`src/rtl/popcount_seq_ctrl_if.sv`:
```
// Beat-in / result-out handshake bundle for popcount_seq_ctrl.
// The slave modport is the controller's view; the master modport is the source/consumer side.
interface popcount_seq_ctrl_if #(
  parameter int SLICES = 8,
  parameter int ACC_W  = 16
);
  logic                  in_valid;
  logic                  in_ready;
  logic [13*SLICES-1:0]  in_data;
  logic                  in_last;
  logic                  out_valid;
  logic                  out_ready;
  logic [ACC_W-1:0]      out_count;
  logic                  out_ovf;

  modport master (
    output in_valid, in_data, in_last, out_ready,
    input  in_ready, out_valid, out_count, out_ovf
  );

  modport slave (
    input  in_valid, in_data, in_last, out_ready,
    output in_ready, out_valid, out_count, out_ovf
  );
endinterface

```
`src/rtl/popcount_seq_ctrl.sv`:
```
// Time-shared popcount sequencer: one 13-input ones-counter walks a wide beat slice by slice,
// accumulating a saturating total across beats until the last beat, then offers it on a valid/ready port.

module adder_13to4 (
  input  logic [12:0] bits_i,
  output logic [3:0]  count_o
);
  always_comb begin
    count_o = '0;
    for (int i = 0; i < 13; i++) begin
      count_o = count_o + 4'(bits_i[i]);
    end
  end
endmodule

module popcount_seq_ctrl #(
  parameter int SLICES = 8,
  parameter int ACC_W  = 16
) (
  input  logic                clk,
  input  logic                reset,
  popcount_seq_ctrl_if.slave  bus,
  output logic                busy
);
  localparam int DATA_W = 13 * SLICES;
  localparam int IDX_W  = (SLICES > 1) ? $clog2(SLICES) : 1;
  localparam logic [IDX_W-1:0] IDX_LAST = IDX_W'(SLICES - 1);

  typedef enum logic [1:0] {
    S_IDLE,
    S_RUN,
    S_DONE
  } state_e;

  state_e             state_q, state_d;
  logic [ACC_W-1:0]   acc_q, acc_d;
  logic               ovf_q, ovf_d;
  logic [IDX_W-1:0]   idx_q, idx_d;
  logic [DATA_W-1:0]  data_q, data_d;
  logic               last_q, last_d;

  logic [3:0]         slice_cnt;
  logic [ACC_W:0]     sum_w;

  logic               in_ready;
  logic               out_valid;
  logic [ACC_W-1:0]   out_count;
  logic               out_ovf;

  // The latched beat shifts down one slice per RUN cycle, so slice idx is always at the bottom.
  adder_13to4 u_cnt (
    .bits_i  (data_q[12:0]),
    .count_o (slice_cnt)
  );

  assign sum_w = {1'b0, acc_q} + {{(ACC_W - 3){1'b0}}, slice_cnt};

  always_comb begin
    // NOTE: every combinational output gets a default first, so no path leaves a latch behind.
    state_d   = state_q;
    acc_d     = acc_q;
    ovf_d     = ovf_q;
    idx_d     = idx_q;
    data_d    = data_q;
    last_d    = last_q;
    in_ready  = 1'b0;
    out_valid = 1'b0;
    out_count = '0;
    out_ovf   = 1'b0;
    busy      = 1'b0;

    unique case (state_q)
      S_IDLE: begin
        in_ready = 1'b1;
        if (bus.in_valid) begin
          data_d  = bus.in_data;
          last_d  = bus.in_last;
          idx_d   = '0;
          state_d = S_RUN;
        end
      end

      S_RUN: begin
        busy   = 1'b1;
        data_d = data_q >> 13;
        idx_d  = idx_q + 1'b1;
        if (sum_w[ACC_W]) begin
          acc_d = '1;
          ovf_d = 1'b1;
        end else begin
          acc_d = sum_w[ACC_W-1:0];
        end
        if (idx_q == IDX_LAST) begin
          idx_d   = '0;
          state_d = last_q ? S_DONE : S_IDLE;
        end
      end

      S_DONE: begin
        busy      = 1'b1;
        out_valid = 1'b1;
        out_count = acc_q;
        out_ovf   = ovf_q;
        if (bus.out_ready) begin
          acc_d   = '0;
          ovf_d   = 1'b0;
          state_d = S_IDLE;
        end
      end

      default: state_d = S_IDLE;
    endcase
  end

  always_ff @(posedge clk) begin
    // NOTE: state uses non-blocking assignments so every register samples pre-edge values.
    if (reset) begin
      state_q <= S_IDLE;
      acc_q   <= '0;
      ovf_q   <= 1'b0;
      idx_q   <= '0;
      data_q  <= '0;
      last_q  <= 1'b0;
    end else begin
      state_q <= state_d;
      acc_q   <= acc_d;
      ovf_q   <= ovf_d;
      idx_q   <= idx_d;
      data_q  <= data_d;
      last_q  <= last_d;
    end
  end

  assign bus.in_ready  = in_ready;
  assign bus.out_valid = out_valid;
  assign bus.out_count = out_count;
  assign bus.out_ovf   = out_ovf;
endmodule

```
`src/flat_wrapper.sv`:
```
// flat-port wrapper written by rule: the top's interface ports become plain ports
module popcount_seq_ctrl_flat 
#(
  parameter int SLICES = 8,
  parameter int ACC_W  = 16
)
  (clk, reset, busy, bus_in_valid, bus_in_data, bus_in_last, bus_out_ready, bus_in_ready, bus_out_valid, bus_out_count, bus_out_ovf);
  popcount_seq_ctrl_if #(.SLICES(SLICES), .ACC_W(ACC_W)) bus_i ();
  input  logic clk;
  input  logic reset;
  output logic busy;
  input wire logic [$bits(bus_i.in_valid)-1:0] bus_in_valid;
  input wire logic [$bits(bus_i.in_data)-1:0] bus_in_data;
  input wire logic [$bits(bus_i.in_last)-1:0] bus_in_last;
  input wire logic [$bits(bus_i.out_ready)-1:0] bus_out_ready;
  output wire logic [$bits(bus_i.in_ready)-1:0] bus_in_ready;
  output wire logic [$bits(bus_i.out_valid)-1:0] bus_out_valid;
  output wire logic [$bits(bus_i.out_count)-1:0] bus_out_count;
  output wire logic [$bits(bus_i.out_ovf)-1:0] bus_out_ovf;
  assign bus_i.in_valid = bus_in_valid;
  assign bus_i.in_data = bus_in_data;
  assign bus_i.in_last = bus_in_last;
  assign bus_i.out_ready = bus_out_ready;
  assign bus_in_ready = bus_i.in_ready;
  assign bus_out_valid = bus_i.out_valid;
  assign bus_out_count = bus_i.out_count;
  assign bus_out_ovf = bus_i.out_ovf;
  popcount_seq_ctrl #(.SLICES(SLICES), .ACC_W(ACC_W)) u_core (.clk(clk), .reset(reset), .bus(bus_i), .busy(busy));
endmodule
```
`config.mk`:
```
export PLATFORM = sky130hd
export DESIGN_NAME = popcount_seq_ctrl_flat
export DESIGN_NICKNAME = d
export VERILOG_FILES = /design/src/rtl/popcount_seq_ctrl_if.sv /design/src/rtl/popcount_seq_ctrl.sv /design/src/flat_wrapper.sv
export SDC_FILE = /design/constraint.sdc
export NUM_CORES = 1
export LEC_CHECK = 0
export CAP_MARGIN = 5
export CORE_MARGIN = 10
export CORE_UTILIZATION = 57
export CTS_BUF_LIST = sky130_fd_sc_hd__clkbuf_2 sky130_fd_sc_hd__clkbuf_4 sky130_fd_sc_hd__clkbuf_8
export DETAILED_ROUTE_END_ITERATION = 10
export PLACE_DENSITY = 0.91
export SLEW_MARGIN = 25
export SYNTH_ARGS = -nofsm -noshare
export SYNTH_HDL_FRONTEND = slang
export SYNTH_HIERARCHICAL = 1
export SYNTH_SLANG_ARGS = --single-unit
```
`constraint.sdc`:
```
create_clock -name clk -period 9.2 [get_ports clk]
set_input_delay 0.92 -clock clk [delete_from_list [all_inputs] [get_ports clk]]
set_output_delay 0.92 -clock clk [all_outputs]
set_load 0.01 [all_outputs]
```
==> Yosys cells after proc, flatten, opt, wreduce, memory -nomap -nowiden <==
Cells that the tools add are included.
Widths: inputs -> output; s select.
{ "op_classes": {"addsub": 14, "mux": 21, "n_eq_ne": 7, "reduce_logical": 9} }
{ "ops": {"columns": ["op", "n"], "rows": [
  ["$pmux 104 s2", 1],
  ["$mux 104", 1],
  ["$mux 16", 3],
  ["$add 4x1->4", 9],
  ["$pmux 16 s2", 1],
  ["$add 16x4->17", 1],
  ["$mux 2", 4],
  ["$mux 1", 6],
  ["$mux 3", 2],
  ["$pmux 2 s3", 1],
  ["$pmux 3 s2", 1],
  ["$reduce_and 2->1", 3],
  ["$reduce_and 3->1", 2],
  ["$add 3x1->4", 1],
  ["$ne 2x1->1 const B", 2],
  ["$ne 2x2->1 const B", 2],
  ["$reduce_bool 2->1", 2],
  ["$add 2x1->3", 1],
  ["$add 3x1->3 const B", 1],
  ["$eq 3x3->1 const B", 1],
  ["$add 1x1->2", 1],
  ["$eq 2x1->1 const B", 1],
  ["$eq 2x2->1 const B", 1],
  ["$logic_not 2->1", 1],
  ["other kinds (2)", 2]
]} }
{ "word_totals": {"regBits": 127, "out_inout_bits": 20, "wordCells": 57} }

==> Depth between registers and ports, before layout <==
{ "logic_depth": {"depth_word": 15, "mapped_depth": 16} }

==> By module <==
The synthesis kept the hierarchy.
{ "by_module_without_submodules": {"columns": ["mod", "n_inst", "cells_per_inst", "area_each_um2", "seq_area_each_um2"], "rows": [
  ["popcount_seq_ctrl", 1, 633, 5809.3, 2542.4],
  ["adder_13to4", 1, 29, 272.8, 0.0]
]} }

==> Worst setup path after synthesis <==
OpenSTA, ideal clock, no wires.
{ "synth_timing": {"kind": "register to register", "startpoint": "register u_core.data_q[0]", "endpoint": "register u_core.ovf_q", "arrival_ns": 4.743, "setup_slack_ns": 4.382, "setup_time_ns": 0.074, "path_stages_with_launch": 16, "required_ns": 9.126, "cell_sequence": "dfxtp_1 -> fa_1 -> inv_1 -> fa_1 -> fa_1 -> fa_1 -> inv_1 -> fa_1 -> fa_1 -> fa_1 -> a211oi_2 -> nor2_1 -> and4_1 -> buf_2 -> nand3b_1 -> a31oi_1"} }
{ "synth_between": {"elab_chain_cells": 15} }
{ "synth_lines": {"columns": ["element", "line_no", "text"], "rows": [
  ["start: declaration", "popcount_seq_ctrl.sv:39", "logic [DATA_W-1:0] data_q, data_d;"],
  ["start signal: assignment", "popcount_seq_ctrl.sv:129", "data_q <= data_d;"],
  ["$add 1x1->2", "popcount_seq_ctrl.sv:11", "count_o = count_o + 4'(bits_i[i]);"],
  ["$add 2x1->3", "popcount_seq_ctrl.sv:11", null],
  ["$add 3x1->4", "popcount_seq_ctrl.sv:11", null],
  ["$add 4x1->4 (9 in series)", "popcount_seq_ctrl.sv:11", null],
  ["net u_core.slice_cnt[1]", "popcount_seq_ctrl.sv:42", "logic [3:0] slice_cnt;"],
  ["$add 16x4->17", "popcount_seq_ctrl.sv:56", "assign sum_w = {1'b0, acc_q} + {{(ACC_W - 3){1'b0}}, slice_cnt};"],
  ["$ne 2x1->1 (no line)", null, null],
  ["$reduce_and 3->1 (no line)", null, null],
  ["end signal: assignment", "popcount_seq_ctrl.sv:127", "ovf_q <= ovf_d;"],
  ["end: declaration", "popcount_seq_ctrl.sv:37", "logic ovf_q, ovf_d;"]
]} }
The timed path passes the listed nets, and every way through them passes these cells.
A chain may end at the register's enable or synchronous reset.

==> Worst setup path in the final report <==
{ "layout_timing": {"startpoint": "register u_core.data_q[5]", "endpoint": "register u_core.acc_q[4]"} }
{ "layout_between": {"elab_chain_cells": 11} }
{ "layout_lines": {"columns": ["element", "line_no", "text"], "rows": [
  ["$add 4x1->4 (8 in series)", "popcount_seq_ctrl.sv:11", null],
  ["net u_core.slice_cnt[1]", "popcount_seq_ctrl.sv:42", null],
  ["$add 16x4->17", "popcount_seq_ctrl.sv:56", null],
  ["$mux 16", "popcount_seq_ctrl.sv:87", "if (sum_w[ACC_W]) begin"],
  ["$pmux 16 s2", "popcount_seq_ctrl.sv:72", "unique case (state_q)"],
  ["end signal: assignment", "popcount_seq_ctrl.sv:119", "acc_q <= '0;"],
  ["end signal: assignment", "popcount_seq_ctrl.sv:126", "acc_q <= acc_d;"],
  ["end: declaration", "popcount_seq_ctrl.sv:36", "logic [ACC_W-1:0] acc_q, acc_d;"]
]} }
The timed path passes the listed nets, and every way through them passes these cells.

==> reports/qor.yml <==
outcome:
  status: "finished clean"
finish:
  fillers: 709
  fin_util_pct: 75.2
  nets: 891
  drive_gt1_share_pct: 5.81
  antennaDiodeCount: 0
  area_growth_pct: 28.2
sta:
  fin_tns_setup_ns: 0
  finalSetupViolCount: 0
  grt_setup_unrepaired: "false"
  skew_ns: 0.0134
  slew_headroom_pct: 38.1
  period_needed_ns: 5.16
  hold_viol: 0
  post-route-period-util_pct: 56.1
  tightest_slew_ns: 0.929
  slew_violations: 0
  fmax_mhz: 194
logic_synthesis:
  yosys.area.top_type_share_pct: 41.8
  synthArstFlopShare_pct: 0
  synth_edf_count: 0
  synth-seq-cells: 127
  ys_top_cells_by_area: "dfxtp_1, mux2i_1, a211oi_1"
  yosysMostFrequentCell: "dfxtp_1"
  synth.yosys.warnings: 6
  synthCells: 662
  synth_cell_types: 44
  yosysSeqAreaShare_pct: 41.8
  syn_area_sq_mm: 0.00608
  synth_area_per_cell_sq_um: 9.19
  synth.top_cells.by_count: "dfxtp_1, nor2_1, a211oi_1, mux2i_1, clkbuf_1"
  syn_nets: 792
  ys.flop_type: "dfxtp_1"
  yosysTopAreaCell: "dfxtp_1"
drt:
  drtAntennaViolNets: 0
  vias_per_cell: 5.80
  routedWlPerCell_microns: 17.8
  vias: 5279
  drtIter0Drc: 505
  drc_errors: 0
  drtPass1Iterations: 8
  finalWirelength_microns: 16200
placed_design:
  routabilityCongestion: 0.951
  portBuffers: 128
  hpwl_microns: 11500
clocking:
  h-tree-depth: 4
  post-cts-setup-buffers: 0
  cts_buffers: 17
  cts_hold_buf: 0
  clkTransAtPathRegs_ns: 0.08
  ctsLongestPathBuffers: 2
  cts_resized: 0
  clockRootBuffer: "clkbuf_8"
  clk_latency_ns: 0.42
  cts_tree: "done"
  clock_sinks: 127
global_routing:
  grt_pass1_wl_microns: 25700
  antenna_found_initial: 0
  grt_max_degree: 127
  first_global_vias: 5342
  grtUsageTotal_pct: 20.9
  overflow: 0
setup_path:
  end_kind: "flop"
  critPathRequiredTime_ns: 9.46
  startpoint_type: "flop"
  crit_type: "flop to flop"
  path_max_fanout: 10
  r2r_slack_ns: 4.04
  r2r_cells: 14
  worstPathArrival_ns: 5.43
power:
  powerDensity_mw_per_mm2: 229
  p_leak_nw: 3.01
  peakVddDrop_uv: 123
floorplan:
  num_io_pins: 129
  row_count: 37
  dieWidth_microns: 123
  die-area_sq_mm: 0.0152
  initial_core_util_pct: 58.7
  die_y_microns: 123
  core_region_area_sq_mm: 0.0104
min_path:
  min_path_type: "flop to flop"
  hold-path-cell-count: 2
flow_run:
  drv_cap: 0
[metrics by stage]
step | cells | power, W | hold slack, ns | worst slack, ns | instance area [sq um]
5_1_grt | 910 | 0.00190 | 0.499 | 3.88 | 7800
6_report | 910 | 0.00179 | 0.457 | 4.04 | 7800
4_1_cts | 910 | 0.00180 | 0.459 | 4.08 | 7790
3_5_place_dp | 878 | 0.00128 | 0.448 | 4.07 | 7360
3_3_place_gp | 878 | 0.00125 | 0.444 | 4.22 | 7360
2_1_floorplan | 662 | 0.00112 | 0.431 | 4.38 | 6080
[registers in the layout (all words and copies together), names as in the netlist]
| name | count |
|---|---|
| u_core/data_q | 104 |
| u_core/state_q | 2 |
| u_core/last_q | 1 |
| u_core/acc_q | 16 |
| u_core/idx_q | 3 |
| u_core/ovf_q | 1 |
[metal layers]
layer	wire length, microns	up-vias	global-route usage [%]	share of wire [%]
li1	-	2587	-	-
met1	6330	2451	23.6	39
met2	8390	202	37.3	52
met3	1140	39	5.74	7.0
met4	321	0	6.84	2.0
met5	0	-	0	0
[cells by family after synthesis]
group                    count (synthesis)  share of synthesized area [%]
AND/OR/NAND/NOR                        191                           13.8
XOR/XNOR                                 3                          0.432
AO/OA/AOI/OAI                          155                           18.4
flip-flops                             127                           41.8
adder cells (fa/ha/maj)                 21                           5.43
buffers and inverters                   73                           5.00
multiplexers                            92                           15.1
[power breakdown]
| group | switching [W] | internal [W] | total (W) |
|---|---|---|---|
| registers | 0.0000531 | 0.000635 | 0.000688 |
| clock network | 0.000235 | 0.000276 | 0.000511 |
| logic | 0.000323 | 0.000265 | 0.000588 |
| total | 0.000611 | 0.00118 | 0.00179 |
[worst max-delay path: stages, from the launching register on]
cell and delay (ns):
dfxtp_1 0.35, inv_1 0.07, fa_1 0.55, fa_1 0.42, fa_1 0.45, fa_1 0.49
inv_1 0.05, fa_1 0.40, fa_1 0.51, fa_1 0.48, a211oi_2 0.36, nor2_1 0.18
and4_1 0.35, o21ai_0 0.25, a21oi_1 0.10
[path summary, 6_finish.rpt]
check	startpoint	end
worst max-delay path	u_core/data_q[5]$_SDFFE_PP0P_	u_core/acc_q[4]$_SDFFE_PP0P_
worst min-delay path	u_core/acc_q[0]$_SDFFE_PP0P_	u_core/acc_q[0]$_SDFFE_PP0P_
worst max register to register	u_core/data_q[5]$_SDFFE_PP0P_	u_core/acc_q[4]$_SDFFE_PP0P_
worst min register to register	u_core/acc_q[0]$_SDFFE_PP0P_	u_core/acc_q[0]$_SDFFE_PP0P_
[layout by cell type, fill, tap and decap left out, types with 3 or more instances in the layout]
cell type	Yosys	routed
inv_1	21	21
fa_1	9	9
clkinv_4	0	3
nand2_1	23	23
a211oi_1	92	92
a21oi_1	12	12
inv_6	0	4
and2_1	17	17
clkbuf_8	0	17
clkdlybuf4s50_1	0	127
nor2_1	118	118
ha_1	12	11
xor2_1	3	3
buf_6	1	3
dfxtp_1	127	127
mux2i_1	92	92
or4_1	5	5
nand3_1	10	10
clkinvlp_4	0	4
a31oi_1	4	4
a22oi_1	14	14
bufinv_16	0	3
a21o_1	3	3
o21ai_0	12	11
nand2b_1	4	4
[layout make-up]
class / instances / area (sq um) / area share, %
Sequential cell: 127 / 2540 / 32.6
Tap cell: 136 / 170 / 2.18
Inverter: 21 / 78.8 / 1.01
Timing Repair Buffer: 132 / 1320 / 16.9
Clock inverter: 14 / 181 / 2.33
Clock buffer: 18 / 241 / 3.10
Multi-Input combinational cell: 462 / 3260 / 41.8
Note: power is estimated with default switching activity, not from simulation.
